===== src/rtl/mem_copy_engine_if.sv =====
// mem_copy_engine_if: memory-side bus of the copy engine.
// master drives address, write data and strobes; slave returns read data.
interface mem_copy_engine_if #(
  parameter int ADDR_W = 64,
  parameter int DATA_W = 64
);
  logic [ADDR_W-1:0] mem_access_addr;
  logic [DATA_W-1:0] mem_write_data;
  logic              mem_write_en;
  logic              mem_read;
  logic [DATA_W-1:0] mem_read_data;

  modport master (
    output mem_access_addr,
    output mem_write_data,
    output mem_write_en,
    output mem_read,
    input  mem_read_data
  );

  modport slave (
    input  mem_access_addr,
    input  mem_write_data,
    input  mem_write_en,
    input  mem_read,
    output mem_read_data
  );
endinterface


===== src/rtl/mem_copy_engine.sv =====
// mem_copy_engine: word-by-word forward block copy master for the data memory.
// Define MEMCPY_VERIFY_EN to read back each written word and flag mismatches.
module mem_copy_engine #(
  parameter int ADDR_W = 64,
  parameter int DATA_W = 64,
  parameter int LEN_W  = 4
) (
  input  logic              clk,
  input  logic              rst_n,
  input  logic              start,
  input  logic [ADDR_W-1:0] src_addr,
  input  logic [ADDR_W-1:0] dst_addr,
  input  logic [LEN_W-1:0]  len,
  output logic              busy,
  output logic              done,
  output logic [LEN_W-1:0]  words_done,
  output logic              verify_err,
  mem_copy_engine_if.master mem
);

  typedef enum logic [2:0] {
    IDLE,
    READ,
    WRITE,
`ifdef MEMCPY_VERIFY_EN
    CHECK,
`endif
    DONE
  } state_t;

  state_t            state;
  logic [ADDR_W-1:0] src_ptr;
  logic [ADDR_W-1:0] dst_ptr;
  logic [LEN_W-1:0]  rem;

`ifdef MEMCPY_VERIFY_EN
  logic [DATA_W-1:0] data_buf;
  logic              err_q;
  assign verify_err = err_q;
`else
  assign verify_err = 1'b0;
`endif

  // Outputs are registered for the state being entered, so the
  // memory never sees a combinational path from start.
  always_ff @(posedge clk or negedge rst_n) begin
    if (!rst_n) begin
      state               <= IDLE;
      src_ptr             <= '0;
      dst_ptr             <= '0;
      rem                 <= '0;
      busy                <= 1'b0;
      done                <= 1'b0;
      words_done          <= '0;
      mem.mem_access_addr <= '0;
      mem.mem_write_data  <= '0;
      mem.mem_write_en    <= 1'b0;
      mem.mem_read        <= 1'b0;
`ifdef MEMCPY_VERIFY_EN
      data_buf            <= '0;
      err_q               <= 1'b0;
`endif
    end else begin
      done <= 1'b0;
      unique case (state)
        IDLE: begin
          if (start) begin
            src_ptr    <= src_addr;
            dst_ptr    <= dst_addr;
            rem        <= len;
            words_done <= '0;
`ifdef MEMCPY_VERIFY_EN
            err_q      <= 1'b0;
`endif
            if (len != '0) begin
              state               <= READ;
              busy                <= 1'b1;
              mem.mem_read        <= 1'b1;
              mem.mem_access_addr <= src_addr;
            end else begin
              state <= DONE;
              done  <= 1'b1;
            end
          end
        end
        READ: begin
          state               <= WRITE;
          mem.mem_read        <= 1'b0;
          mem.mem_write_en    <= 1'b1;
          mem.mem_access_addr <= dst_ptr;
          mem.mem_write_data  <= mem.mem_read_data;
`ifdef MEMCPY_VERIFY_EN
          data_buf            <= mem.mem_read_data;
`endif
        end
        WRITE: begin
`ifdef MEMCPY_VERIFY_EN
          state              <= CHECK;
          mem.mem_write_en   <= 1'b0;
          mem.mem_read       <= 1'b1;
          mem.mem_write_data <= '0;
        end
        CHECK: begin
          if (mem.mem_read_data != data_buf) err_q <= 1'b1;
`endif
          src_ptr            <= src_ptr + ADDR_W'(1);
          dst_ptr            <= dst_ptr + ADDR_W'(1);
          rem                <= rem - LEN_W'(1);
          words_done         <= words_done + LEN_W'(1);
          mem.mem_write_en   <= 1'b0;
          mem.mem_write_data <= '0;
          if (rem == LEN_W'(1)) begin
            state               <= DONE;
            busy                <= 1'b0;
            done                <= 1'b1;
            mem.mem_read        <= 1'b0;
            mem.mem_access_addr <= '0;
          end else begin
            state               <= READ;
            mem.mem_read        <= 1'b1;
            mem.mem_access_addr <= src_ptr + ADDR_W'(1);
          end
        end
        DONE: state <= IDLE;
        default: state <= IDLE;
      endcase
    end
  end

endmodule


===== src/flat_wrapper.sv =====
// flat-port wrapper written by rule: the top's interface ports become plain ports
module mem_copy_engine_flat 
#(
  parameter int ADDR_W = 64,
  parameter int DATA_W = 64,
  parameter int LEN_W  = 4
)
  (clk, rst_n, start, src_addr, dst_addr, len, busy, done, words_done, verify_err, mem_mem_access_addr, mem_mem_write_data, mem_mem_write_en, mem_mem_read, mem_mem_read_data);
  mem_copy_engine_if #(.ADDR_W(ADDR_W), .DATA_W(DATA_W)) mem_i ();
  input  logic clk;
  input  logic rst_n;
  input  logic start;
  input  logic [ADDR_W-1:0] src_addr;
  input  logic [ADDR_W-1:0] dst_addr;
  input  logic [LEN_W-1:0] len;
  output logic busy;
  output logic done;
  output logic [LEN_W-1:0] words_done;
  output logic verify_err;
  output wire logic [$bits(mem_i.mem_access_addr)-1:0] mem_mem_access_addr;
  output wire logic [$bits(mem_i.mem_write_data)-1:0] mem_mem_write_data;
  output wire logic [$bits(mem_i.mem_write_en)-1:0] mem_mem_write_en;
  output wire logic [$bits(mem_i.mem_read)-1:0] mem_mem_read;
  input wire logic [$bits(mem_i.mem_read_data)-1:0] mem_mem_read_data;
  assign mem_mem_access_addr = mem_i.mem_access_addr;
  assign mem_mem_write_data = mem_i.mem_write_data;
  assign mem_mem_write_en = mem_i.mem_write_en;
  assign mem_mem_read = mem_i.mem_read;
  assign mem_i.mem_read_data = mem_mem_read_data;
  mem_copy_engine #(.ADDR_W(ADDR_W), .DATA_W(DATA_W), .LEN_W(LEN_W)) u_core (.clk(clk), .rst_n(rst_n), .start(start), .src_addr(src_addr), .dst_addr(dst_addr), .len(len), .busy(busy), .done(done), .words_done(words_done), .verify_err(verify_err), .mem(mem_i));
endmodule

===== config.mk =====
export PLATFORM = sky130hd
export DESIGN_NAME = mem_copy_engine_flat
export DESIGN_NICKNAME = d
export VERILOG_FILES = /design/src/rtl/mem_copy_engine_if.sv /design/src/rtl/mem_copy_engine.sv /design/src/flat_wrapper.sv
export SDC_FILE = /design/constraint.sdc
export NUM_CORES = 1
export LEC_CHECK = 0
export ABC_AREA = 1
export CAP_MARGIN = 20
export CORE_MARGIN = 2
export CORE_UTILIZATION = 53
export DETAILED_ROUTE_END_ITERATION = 10
export PLACE_DENSITY = 0.78
export SYNTH_ARGS = -nofsm -noshare
export SYNTH_HDL_FRONTEND = slang
export SYNTH_SLANG_ARGS = --single-unit

===== constraint.sdc =====
create_clock -name clk -period 2.3 [get_ports clk]
set_input_delay 0.69 -clock clk [delete_from_list [all_inputs] [get_ports clk]]
set_output_delay 0.69 -clock clk [all_outputs]
set_load 0.1 [all_outputs]

==> out/results.ini <==
[die]
rows = 65
initial_core_util_pct = 53.9
dieWidth_um = 183
die_h_um = 183
pin_count = 336
dieArea_um2 = 33600
core_um2 = 31600

[logic_synthesis]
postSynthAreaPerCell_um2 = 6.75
synth_top_area_share_pct = 39.6
ys_ff_latch = 270
syn_nets = 2736
ys_top_cells_by_count = nand2_1, nor2_1, dfrtp_1
ys_types = 47
syn_inst = 2528
synth_most_common_cell = nand2_1
synth-main-ff-cell = dfrtp_1
ys_seq_area_share_pct = 39.6
async_flop_share_pct = 100
synth_edf_count = 0
synth_area_leaders = dfrtp_1, nand2_1, nor2_1
syn-cell-area_um2 = 17100
yosysWarnings = 0
yosys.area.top_type = dfrtp_1

[worst_setup_path]
critPathMaxFanout = 44
worstPathArrival_ns = 2.80
cp_slowest_cell = inv_4
start_kind = flop
crit_path_cell_trace = inv_1 > ha_2 > inv_4 > buf_4 > a21oi_1 > o21ai_0 > nand2_1 > nand2_1
criticalPathCategory = reg -> reg
path_delay_family = buffers and inverters
cp_num_cells = 8
r2r_cells = 8
cp_num_buf_inv = 3
crit_path_end_kind = flop
required_ns = 2.84
critPathMaxStageDelay_ns = 0.43
cpMostUsedCell = nand2_1

[outcome]
status = complete, no violations

[drt]
antenna_left = 0
drt-initial-drc-count = 2587
num_vias = 19800
vias_per_cell = 5.97
dr.pass1.iters = 7
routedWlPerCell_um = 22.3
drc_errors = 0
wirelength_mm = 73.8

[sta]
skew_ns = 0.0197
max_freq_ghz = 0.443
finalSetupViolCount = 0
finalSetupTns_ns = 0
whs_ns = 0.477
drv_slew = 0
fin_crit_sh_pct = 98.1
final_hold_viol_count = 0
tightest_slew_ns = 0.657
slew_headroom_pct = 55.7
min_period_ns = 2.26

[cts]
cts_buffers = 31
cts_max_level = 1
root_buffer = clkbuf_16
clock_latency_ns = 0.61
clk_pin_slew_ns = 0.07
cts_max_path_buffers = 3
cts_tree = done
clkSinkCount = 270

[global_route]
grtUsageTotal_pct = 43.5
antenna_found_initial = 1
grt_pass1_wl_mm = 112
grt-ovfl-total = 0
first_global_vias = 19500
grt_max_degree = 82

[worst_hold_path]
min_path_type = reg -> reg
min_path_cells = 2

[run]
drv_cap = 0

[cells_and_area]
final_nets = 3092
area_delta_synth_final_pct = 30.9
seq_area_um2 = 6760
nFillCells = 2433
multi_input_area_um2 = 8970
layout-drive-gt1-share_pct = 13.1
layout.cells.non_filler = 3311

[placed_design]
hpwl_mm = 55.6
port_buffers = 334
finalWeightedCongestion = 0.996
place_inst = 3249

==> layout by cell type (no fill, tap or decap), types with 11 or more instances in the layout <==
| cell type | n |
|---|---|
| nor2_2 | 21 |
| o211ai_1 | 45 |
| dfrtp_1 | 269 |
| a21oi_1 | 126 |
| clkdlybuf4s50_1 | 197 |
| xor2_1 | 35 |
| nand2_2 | 19 |
| nand3_1 | 176 |
| xnor2_1 | 11 |
| o21ai_0 | 67 |
| o21ai_1 | 25 |
| nor2_4 | 16 |
| nor3_1 | 22 |
| buf_4 | 207 |
| nand2_1 | 942 |
| nand4_1 | 50 |
| o221ai_1 | 37 |
| clkbuf_16 | 31 |
| inv_1 | 210 |
| inv_2 | 13 |
| nor2_1 | 275 |
| buf_12 | 29 |
==> cell families after synthesis <==
| group | after synthesis | share of synthesized area, % |
|---|---|---|
| AO/OA/AOI/OAI | 322 | 11.2 |
| XOR/XNOR | 46 | 2.36 |
| adder cells (fa/ha/maj) | 9 | 0.660 |
| buffers and inverters | 339 | 8.05 |
| flip-flops | 270 | 39.6 |
| other | 1 | 0.0220 |
| AND/OR/NAND/NOR | 1541 | 38.1 |
==> worst min-delay path, cell delays in order, from the launching register on <==
cell and delay (ns):
dfrtp_1 0.34, nand2_1 0.05, nand2_1 0.05
==> layer usage <==
metal | up-vias | part of all wire [%] | track usage [%]
li1 | 8851 | - | -
met1 | 9224 | 36 | 52.9
met2 | 1375 | 46 | 72.0
met3 | 315 | 9.7 | 7.88
met4 | 0 | 7.5 | 26.7
met5 | - | 0 | 0
==> per-stage QoR <==
stage	area (µm²)	setup WS, ns	utilization [%]
2_1_floorplan	17100	0.505	-
3_3_place_gp	21200	-0.129	66.9
3_5_place_dp	21200	-0.240	66.9
4_1_cts	22300	0.0418	70.4
5_1_grt	22300	-0.0166	70.6
6_report	22300	0.0433	70.6
==> flip-flops by register name, indices dropped and copies added, names as in the netlist, 2 cells and up <==
name and flops:
u_core.mem.mem_write_data 64, u_core.src_ptr 64, u_core.dst_ptr 64, u_core.mem.mem_access_addr 64, u_core.state 2, u_core.words_done 4, u_core.rem 4
==> final timing paths <==
check / slack, ns / start / end
worst max-delay path: 0.04 / u_core.state[1] / u_core.mem.mem_access_addr[12]
worst min-delay path: 0.48 / u_core.mem.mem_access_addr[37] / u_core.mem.mem_access_addr[37]
worst max register to register: 0.04 / u_core.state[1] / u_core.mem.mem_access_addr[12]
worst min register to register: 0.48 / u_core.mem.mem_access_addr[37] / u_core.mem.mem_access_addr[37]
max in group asynchronous: 1.10 / rst_n / u_core.mem.mem_write_data[54]
min in group asynchronous: 0.54 / rst_n / u_core.src_ptr[33]
==> area by class of cell <==
| type | count | area share, % |
|---|---|---|
| Timing Repair Buffer | 436 | 18.6 |
| Sequential cell | 270 | 30.3 |
| Antenna cell | 1 | 0.0112 |
| Clock buffer | 39 | 3.79 |
| Clock inverter | 18 | 1.12 |
| Multi-Input combinational cell | 1919 | 40.2 |
| Inverter | 226 | 3.83 |
| Tap cell | 402 | 2.25 |
==> timing repair <==
action                     in CTS  in global routing
setup endpoints to repair       0                 14
hold endpoints to repair       21                  0
gates resized for setup         0                  5
hold buffers                    1                  0
setup buffers                   0                  3
Power is left out: the tool's default activity adds up to more than one toggle a clock period on the data nets, which glitch-free logic cannot reach.
==> patch: new RTL, same flow settings <==
Make the reset (`rst_n`) synchronous in one clocked block.
--- a/src/rtl/mem_copy_engine.sv
+++ b/src/rtl/mem_copy_engine.sv
@@ -45,3 +45,3 @@
   // memory never sees a combinational path from start.
-  always_ff @(posedge clk or negedge rst_n) begin
+  always_ff @(posedge clk) begin
     if (!rst_n) begin
Function: differs if rst_n is asserted again (counterexample within 4 cycles, from zero or initial values and one cycle with rst_n low); with rst_n held inactive, the same outputs for 4 cycles.
==> patch against the unedited design <==
  * Worst setup slack better by 0.037 ns
  * Die area down 5.3%
  * Sequential cell count unchanged
  * Wire length down 12%
  * Clock skew up 0.016 ns
  * Synthesized cell count up 3.6%
  * Area after synthesis down 5.4%
  * Cell area down 5.6%
  * First-iteration DRC count down 15%
  * Global-route usage down 3.8 points
  * Critical path type unchanged
  * Largest cell class unchanged
  * Highest routed layer unchanged
==> patch: results (changes against the unedited design) <==
* Fillers at 2518 (+3.5%)
* Post-route insts no fill at 3350 (+1.2%)
* Detailed-route via count at 19600 (-1.1%)
* Worst skew pair latency at 0.59 ns (-0.02 ns)
* Leakage at 8.12 nW
* Port Buffers at 334 (unchanged)
* Vias in the first global route at 18300 (-6.1%)
* Mapped Avg Cell Area at 6.16 um^2 (-8.7%)
* CTS H-Tree Depth at 1 (unchanged)
* Num CTS Buffers at 31 (unchanged)
* Syn_nets at 2827 (+3.3%)
* Ys async rst share at 0% (-100 points)
* First-pass GRT wire length at 99100 um (-12%)
* Sequential share of the synthesized area at 33.5% (-6.1 points)
* Placed insts at 3291 (+1.3%)
* Yosys warnings at 0 (unchanged)
* Final Wtd Congestion at 0.982 (-1.3%)
* Top post-synthesis cells by area: dfxtp_1 (33%), nand2_1 (18%), a21oi_1 (9.1%), nor2_1 (7.7%), nand3_1 (6.5%)
* Count of cell types in the netlist at 47 (unchanged)
* Worst Hold Class: reg2reg
* EDFF count, synth at 0 (unchanged)
* Placed wire-length estimate at 48700 um (-12%)
* Final nets at 3142 (+1.6%)
* Clock buffer depth at 3 (unchanged)
* Initial antenna violation count at 3 (+2)
* Post-synthesis xor/xnor area fraction at 2.23% (-0.14 points)
* Peak VDD IR at 839 uV
* Clk_skew at 0.0352 ns (+0.0156 ns)
* R2R setup slack at 0.08 ns (+0.04 ns)
* Mux cell area share after synthesis at 0% (unchanged)
* Clock transition at the registers of the reported paths at 0.06 ns
* Status: finished, final reports clean
* Share of layout cells above drive strength 1 at 12.1% (-1.0 points)
* Largest net degree at the start of global routing at 121 (+48%)
* Worst slew pin tran at 0.567 ns (-0.0899 ns)
* Top post-synthesis cells by count: nand2_1 (769), nor2_1 (331), a21oi_1 (292)
* Adder-cell area share of the yosys netlist at 0.698% (+0.038 points)
* Hold slack at 0.463 ns (-0.0149 ns)
* Overall Global Routing Usage at 39.7% (-3.8 points)
* Starting DRT DRC Count at 2208 (-15%)
* Critical Path Fanout Max at 5 (-89%)
* Compound-cell area share of the yosys netlist at 17.2% (+6.0 points)
* Root Driver: clkbuf_16
* WL per Instance at 19.4 um (-13%)
* TritonRoute pass-1 iters at 8 (+1)
patch: changes by cell type in the layout (fill, tap and decap cells not counted), moves of 35 or more:
| cell | unedited run | this run |
|---|---|---|
| a21oi_1 | 126 | 292 |
| nand2_1 | 942 | 769 |
| nand3_1 | 176 | 211 |
| dfxtp_1 | 0 | 270 |
| nor2_1 | 275 | 330 |
| a31oi_1 | 1 | 46 |
| dfrtp_1 | 269 | 0 |
patch: where the power goes:
group | internal, W | switching, W
Sequential | 0.00579 | 0.00110
Combinational | 0.00344 | 0.00912
Clock | 0.00280 | 0.00210
Total | 0.0120 | 0.0123
patch: final timing paths:
check	start	to	depth (start not counted)
hold reg to reg	u_core.mem.mem_write_data[59]	u_core.mem.mem_write_data[59]	2
setup reg to reg	u_core.dst_ptr[11]	u_core.dst_ptr[60]	9
hold / removal	u_core.mem.mem_write_data[59]	u_core.mem.mem_write_data[59]	2
setup / recovery	u_core.dst_ptr[11]	u_core.dst_ptr[60]	9
patch: timing repair:
item	4_1_cts	5_1_grt
gates resized for setup	0	1
buffers inserted	0	0
setup endpoints to repair	0	1
patch: logic make-up (layout without fill, tap and decap cells):
family,count (synthesis),in the layout
xor gates and xnor gates,41,41
buffers and inverters,339,677
adders and majority gates,9,9
AOI/OAI and AO/OA,506,506
other,1,4
and+or+nand+nor,1453,1453
DFF,270,270
patch: routing by layer:
layer / track usage [%] / up-vias / wire, um
met3: 6.59 / 206 / 6250
met2: 65.1 / 1124 / 29900
met4: 17.3 / 0 / 3010
met1: 51.4 / 9010 / 26000
met5: 0 / - / 0
li1: - / 9216 / -
patch: worst max-delay path, cell delays in order, from the launching register on:
cell and delay, ns:
dfxtp_1 0.54, inv_1 0.17, nor3_1 0.37, nand3_1 0.31, nor2_2 0.33, nand3_1 0.11
nand2_1 0.07, nand3_1 0.06, nand2_1 0.07, a21oi_1 0.06
patch: final cells by class:
cell class              instances  area share, %
repair buffers                422           18.9
well taps                     390           2.31
multi-input cells            2010           44.9
inverters                     199           3.58
clock inverters                10          0.528
flip-flops and latches        270           25.6
clock buffers                  46           4.09
diodes                          3         0.0356
patch: stage by stage:
step | worst slack (ns) | instance area (um^2)
floorplan | 0.474 | 16100
global route | 0.0176 | 21100
CTS | 0.153 | 21100
detailed placement | -0.157 | 20100
global placement | -0.0682 | 20100
finish | 0.0807 | 21100
